File: src/rtl/wb_wait_slave.sv
// Wishbone classic slave with a small byte-lane RAM window and a fixed,
// parameterised number of wait states before each single-cycle response.
module wb_wait_slave #(
   parameter int          DEPTH_LOG2  = 4,
   parameter logic [31:0] BASE_ADR    = 32'h3000_0000,
   parameter int          WAIT_STATES = 0,
   parameter logic [31:0] RESET_VAL   = 32'h0000_0000
) (
   input  logic        wb_clk_i,
   input  logic        wb_rst_ni,
   input  logic        wb_stb_i,
   input  logic        wb_cyc_i,
   input  logic        wb_we_i,
   input  logic [3:0]  wb_sel_i,
   input  logic [31:0] wb_adr_i,
   input  logic [31:0] wb_dat_i,
   output logic [31:0] wb_dat_o,
   output logic        wb_ack_o,
   output logic        wb_err_o
);

   localparam int AW    = DEPTH_LOG2;
   localparam int DEPTH = 2 ** DEPTH_LOG2;
   localparam logic [3:0] WS_LOAD =
      (WAIT_STATES > 0) ? 4'(WAIT_STATES - 1) : 4'd0;

   typedef enum logic [1:0] {
      S_IDLE,
      S_WAIT,
      S_RESP
   } state_t;

   state_t state;
   state_t state_nx;
   logic [3:0] cnt;
   logic [3:0] cnt_nx;

   logic          we_q;
   logic [3:0]    sel_q;
   logic [31:0]   dat_q;
   logic [AW-1:0] idx_q;
   logic          hit_q;

   logic          req;
   logic          hit_in;
   logic [AW-1:0] idx_in;
   logic          cap;
   logic          go;

   logic          live;
   logic          act_we;
   logic [3:0]    act_sel;
   logic [31:0]   act_dat;
   logic [AW-1:0] act_idx;
   logic          act_hit;
   logic [31:0]   cur_word;
   logic [31:0]   new_word;

   logic [31:0] mem [DEPTH];

   logic unused_adr;

   assign req    = wb_cyc_i & wb_stb_i;
   assign hit_in = wb_adr_i[31:AW+2] == BASE_ADR[31:AW+2];
   assign idx_in = wb_adr_i[AW+1:2];
   assign unused_adr = ^wb_adr_i[1:0];

   always_ff @(posedge wb_clk_i or negedge wb_rst_ni) begin
      if (!wb_rst_ni) begin
         state <= S_IDLE;
         cnt   <= 4'd0;
      end else begin
         state <= state_nx;
         cnt   <= cnt_nx;
      end
   end

   // A dropped cycle in WAIT wins over the final countdown edge.
   always_comb begin
      state_nx = state;
      cnt_nx   = cnt;
      cap      = 1'b0;
      go       = 1'b0;
      unique case (state)
         S_IDLE: begin
            if (req) begin
               cap = 1'b1;
               if (WAIT_STATES == 0) begin
                  state_nx = S_RESP;
                  go       = 1'b1;
               end else begin
                  state_nx = S_WAIT;
                  cnt_nx   = WS_LOAD;
               end
            end
         end
         S_WAIT: begin
            if (!wb_cyc_i) begin
               state_nx = S_IDLE;
               cnt_nx   = 4'd0;
            end else if (cnt == 4'd0) begin
               state_nx = S_RESP;
               go       = 1'b1;
            end else begin
               cnt_nx = cnt - 4'd1;
            end
         end
         S_RESP: begin
            state_nx = S_IDLE;
         end
         default: begin
            state_nx = S_IDLE;
            cnt_nx   = 4'd0;
         end
      endcase
   end

   // Zero-wait responses act on the live bus; otherwise on the captured copy.
   always_comb begin
      live    = (state == S_IDLE);
      act_we  = live ? wb_we_i  : we_q;
      act_sel = live ? wb_sel_i : sel_q;
      act_dat = live ? wb_dat_i : dat_q;
      act_idx = live ? idx_in   : idx_q;
      act_hit = live ? hit_in   : hit_q;
   end

   assign cur_word = mem[act_idx];

   always_comb begin
      new_word = cur_word;
      for (int b = 0; b < 4; b++) begin
         if (act_sel[b]) begin
            new_word[8*b +: 8] = act_dat[8*b +: 8];
         end
      end
   end

   always_ff @(posedge wb_clk_i or negedge wb_rst_ni) begin
      if (!wb_rst_ni) begin
         we_q  <= 1'b0;
         sel_q <= 4'd0;
         dat_q <= 32'd0;
         idx_q <= '0;
         hit_q <= 1'b0;
      end else if (cap) begin
         we_q  <= wb_we_i;
         sel_q <= wb_sel_i;
         dat_q <= wb_dat_i;
         idx_q <= idx_in;
         hit_q <= hit_in;
      end
   end

   always_ff @(posedge wb_clk_i or negedge wb_rst_ni) begin
      if (!wb_rst_ni) begin
         for (int i = 0; i < DEPTH; i++) begin
            mem[i] <= RESET_VAL;
         end
      end else if (go && act_hit && act_we) begin
         mem[act_idx] <= new_word;
      end
   end

   // Write responses return the merged word so the bus sees the stored value.
   always_ff @(posedge wb_clk_i or negedge wb_rst_ni) begin
      if (!wb_rst_ni) begin
         wb_ack_o <= 1'b0;
         wb_err_o <= 1'b0;
         wb_dat_o <= 32'd0;
      end else begin
         wb_ack_o <= go & act_hit;
         wb_err_o <= go & ~act_hit;
         if (go) begin
            if (!act_hit) begin
               wb_dat_o <= 32'd0;
            end else if (act_we) begin
               wb_dat_o <= new_word;
            end else begin
               wb_dat_o <= cur_word;
            end
         end
      end
   end

endmodule

File: config.mk
export PLATFORM = sky130hd
export DESIGN_NAME = wb_wait_slave
export DESIGN_NICKNAME = d
export VERILOG_FILES = /design/src/rtl/wb_wait_slave.sv
export SDC_FILE = /design/constraint.sdc
export NUM_CORES = 1
export LEC_CHECK = 0
export CORE_MARGIN = 10
export CORE_UTILIZATION = 51
export CTS_CLUSTER_DIAMETER = 50
export DETAILED_ROUTE_END_ITERATION = 6
export GPL_TIMING_DRIVEN = 1
export PLACE_DENSITY = 0.68
export SLEW_MARGIN = 20
export SYNTH_ARGS = -nofsm -noshare
export SYNTH_HDL_FRONTEND = slang
export SYNTH_SLANG_ARGS = --single-unit
File: constraint.sdc
create_clock -name wb_clk_i -period 4.5 [get_ports wb_clk_i]
set_clock_uncertainty 0.1 [all_clocks]
set_input_delay 0.9 -clock wb_clk_i [delete_from_list [all_inputs] [get_ports wb_clk_i]]
set_output_delay 0.9 -clock wb_clk_i [all_outputs]
set_load 0.05 [all_outputs]
* Word-level counts from Yosys, hierarchy flattened *
Cells that the tools add are included.

operators by class
  div/mod/pow operators = 0
  reduce and logical (&&, ||, !) cells = 8
  add/sub/neg operators = 1
  bitwise gates (word level) = 6
  equal/unequal tests = 6
  multiply operators = 0
  $lt $le $gt $ge = 2
  shifts and indexed selects = 0
  muxes and demuxes = 29

operators by type and width
  operator              count
  $bwmux 512            1
  $mux 32               6
  $bmux 32 s4           1
  $demux 32 s4          1
  $mux 8                4
  $eq 26x24->1 const B  1
  $mux 4                4
  $pmux 4 s2            1
  $mux 1                6
  $mux 2                3
  $ne 3x3->1 const B    2
  $ge 5x5->1 const B    1
  $lt 5x1->1 const B    1
  $not 4->5             1
  $logic_not 4->1       1
  $pmux 2 s2            1
  $reduce_and 2->1      2
  $sub 4x1->4 const B   1
  $and 1x1->1           3
  $logic_and 1x1->1     3
  $eq 2x1->1 const B    1
  $eq 2x2->1 const B    1
  $logic_not 2->1       1
  $ne 2x2->1 const B    1
  3 further kinds       4

word-level totals
  memories kept = 0
  bits in read-only memories = 0
  memory bits (writable) = 0
  latch bits = 0
  flip-flop bits (word level) = 594
  logic and storage cells = 78
  output and inout port bits = 34

* Depth between registers and ports, before layout *
  depth in word-level cells = 9
  gate-level depth with buffers = 12

* Least setup slack after synthesis *
OpenSTA, ideal clock, no wires.

  path kind = input-to-reg
  from = input wb_adr_i[2]
  to = register mem[325] (netlist bit)
  data arrival time = 2,689 ps
  path buffers = 4
  path slack = 1,575 ps
  cell stages on the path = 10
  cells stage by stage = buf_4 -> buf_2 -> clkbuf_1 -> nor4b_1 -> a31oi_1 -> a41oi_1 -> nor4_2 -> mux2i_2 -> clkbuf_1 -> o21ai_0

on the way
  cells in the longest elaborated chain, start to end = 7

RTL lines
  element                                                             line      source
  start, declared                                                     15        input logic [31:0] wb_adr_i,
  $mux 4 (*)                                                          124       act_idx = live ? idx_in : idx_q;
  $not 4->5 (implied by the code) (*)                                 128, 161
  $ge 5x5->1 (implied by the code), or another cell as far along      161       mem[act_idx] <= new_word;
  $logic_and 1x1->1 (implied by the code) or $mux 32 (tied branches)  161, 128
  $mux 32, on equally long branches                                   161, 128
  $demux 32 s4 or $mux 8 (tied branches)                              161, 133
  $bwmux 512 (*)                                                      161
  end signal, assigned by index                                       161
  end, declared                                                       59        logic [31:0] mem [DEPTH];

Mark *: on every way between the ends. The rest lies on a longest branch, timed or not. The select of a mux whose other input is x is not followed.
A chain may end at the register's enable or synchronous reset.

* Worst setup path in the final report *
  from = register state[1]
  to = register wb_dat_o[29]

on the way
  cells in the longest elaborated chain, start to end = 9

RTL lines
  element                                     line     source
  start, declared                             33       state_t state;
  start signal, assigned                      73       state <= state_nx;
  $logic_not 2->1                             84, 120
  $mux 4                                      124
  $not 4->5 (implied by the code)             128      assign cur_word = mem[act_idx];
  $bmux 32 s4                                 128
  $mux 32 (implied by the code) (2 in a row)  128
  $mux 8                                      133      if (act_sel[b]) begin
  $mux 32                                     177      end else if (act_we) begin
  $mux 32                                     175      if (!act_hit) begin
  end signal, assigned                        178      wb_dat_o <= new_word;
  end signal, assigned                        180      wb_dat_o <= cur_word;
  end, declared                               17       output logic [31:0] wb_dat_o,

Parallel ways exist; a longest one is shown, timed or not. The select of a mux whose other input is x is not followed.

==> metrics.txt <==
post-synthesis simple-gate area fraction=19.4%; Max Fanout on Critical Path=31; Total GRT Usage=29.1%; largest net degree at the start of global routing=111; synthesized flop and latch total=588; sequential-to-total area share from yosys stat=45.8%; gpl congestion=0.840; largest area contributor in the synthesized netlist=dfrtp_1; Final setup viols=0; pwr dens=381 nW/um^2; hold_ws=0.272 ns; Die Y=271 um; post-layout power=0.0139 W; Worst EP required=4.93 ns; Rel. slew slack=25.6%; area of the core=62,100 um^2; Setup CP Type=reg -> reg; largest family of logic cells by synthesized area=compound AO/OA/AOI/OAI gates; clock latency on the worst-skew pair=0.63 ns; Max Slew Vio Count=0; post-CTS resize count=0; fin crit period=3.89 ns; CTS Sinks=588; hpwl dp=61,800 um; drt pass-1 iters=6; run status=complete, no violations; DRC Markers=0; antenna diode count=0; antenna violations before repair=0; I/O pin count=107; Bufs on Longest Clock Path=3; Worst Setup End Kind=flop; leakage power=15.0 nW; Routed Wire Length=110,000 um; syn_area_per_cell=8.78 um^2; Synth Flop Type=dfrtp_1; Ys Warns=0; sequential standard cell area=14,700 um^2; Fin. Hold Viols=0; Post-Syn Area=32,100 um^2; DR vias=29,400; post-synthesis mux area share=2.50%; most common cell in the netlist=nand2_1; area of the multi-input gates=15,000 um^2; area share of the largest cell type after synthesis=45.8%; Post-Syn Nets=3,733; fill cell count=5,243; synth top area cells=dfrtp_1, nand2_1, o21ai_0, o32a_1, nor4b_1; number of synthesized flops with an enable pin=0; final worst-path cycle share=86.5%; Avg WL per Cell=24.5 um; Num CTS Buffers=73; Reg clk slew, reported paths=0.06 ns; asr flop ratio synth=100%; synth cell count leaders=nand2_1, dfrtp_1, o21ai_0, clkbuf_1, o21ai_1; Synth Instances=3,660; Root Buffer=clkbuf_16; vias in the first global route=29,100; fraction of the mapped netlist area in adder cells=0%; first-pass GRT wire length=170,000 um; CP Data Arrival Time=4.32 ns; Layout area overhead=13.4%; Iter 0 DRT Violations=3,399; Slew @ Worst Pin=1.09 ns; fmax=0.257 GHz; startpoint types=flop; Die Span X=271 um; Synth Area in Compound Gates=24.7%; final-stage net count=3,657; Post-DP Area=34,000 um^2; row count=91; Max-cap violations=0; die footprint=73,400 um^2; postcts setup bufs=0; port bufs=104; RSZ-0062 raised after global routing=no; layout cells sized above 1=13.8%; number of routed nets with antenna violations=0; setup TNS=0 ns; R2R cell count=8; Post-Synth XOR/XNOR Area=0%; Peak VDD IR=369 uV; Hold-fix buffers, CTS=0; Worst Hold Class=in -> async; Initial Util=51.8%; library cells used by synthesis=46; global route overflow=0; final instance area=36,400 um^2; htree depth=3; vias per cell=6.58; Final Core Density=58.7%; CTS tree=done
## state kept, by name, indices dropped and copies added, names as in the netlist
signal / flops
idx_q: 4
state: 1
sel_q: 4
wb_ack_o: 1
dat_q: 32
wb_dat_o: 32
we_q: 1
mem: 512
wb_err_o: 1
## cell type report
class	count	share of cell area, %
multi-input combinational	2529	41.3
sequential	588	40.4
clock inverter	32	1.13
clock buffer	98	5.55
tap	837	2.87
timing repair buffer	261	7.40
inverter	131	1.35
## cell usage in the layout, fill, tap and decap left out, drive strengths merged
master	instances
nand2b	3
a31oi	128
o22a	1
buf	159
clkinv	11
a21o	128
a22oi	33
a2bb2oi	1
o32a	128
a32oi	2
nor4b	129
or2	130
clkinvlp	3
a41oi	128
or4	6
nand2	643
o211ai	1
inv	142
o32ai	1
and2	2
nor2b	2
nor4	165
nand4	2
mux2	33
nor3	2
mux2i	36
dfrtp	588
nor2	138
clkbuf	99
nand3b	1
o21ai	545
clkdlybuf4s50	101
a21oi	128
nand3	2
or3	11
bufinv	7
## layer usage
layer	track usage (%)	wire length (um)
met5	0	0
met4	13.9	4730
met3	6.12	11100
met2	46.1	50300
met1	37.4	43800
## critical path, stage by stage (launching register included)
cell     delay [ns]
dfrtp_4        0.76
buf_4          0.30
nor2_1         0.12
a32oi_4        0.72
buf_4          0.37
a41oi_1        0.08
nor4_2         0.60
mux2i_2        0.44
o21ai_0        0.27
## kinds of logic (layout without fill, tap and decap cells)
logic type / count (synthesis) / after routing
simple gates: 1236 / 1236
compound gates: 1224 / 1224
flops: 588 / 588
buf+inv: 543 / 522
mux: 69 / 69
## path summary, 6_finish.rpt
kind	end	slack (ns)	start
max	wb_dat_o[29]	0.61	state[1]
min	mem[475]	0.27	wb_rst_ni
max reg2reg	wb_dat_o[29]	0.61	state[1]
min reg2reg	dat_q[23]	0.37	dat_q[23]
max in group asynchronous	idx_q[1]	2.92	wb_rst_ni
min in group wb_clk_i	dat_q[23]	0.37	dat_q[23]
## stage by stage
step	cells	worst slack [ns]
after floorplan	3660	1.58
final	4476	0.606
after detailed placement	4346	0.314
after global placement	4346	0.344
after global routing	4476	0.491
after CTS	4476	0.701
## report_power, final
part / switching (W) / internal (W)
logic: 0.00155 / 0.000893
clock network: 0.00243 / 0.00359
registers: 0.0000707 / 0.00535
total: 0.00405 / 0.00983
(Power assumes the default switching activity.)
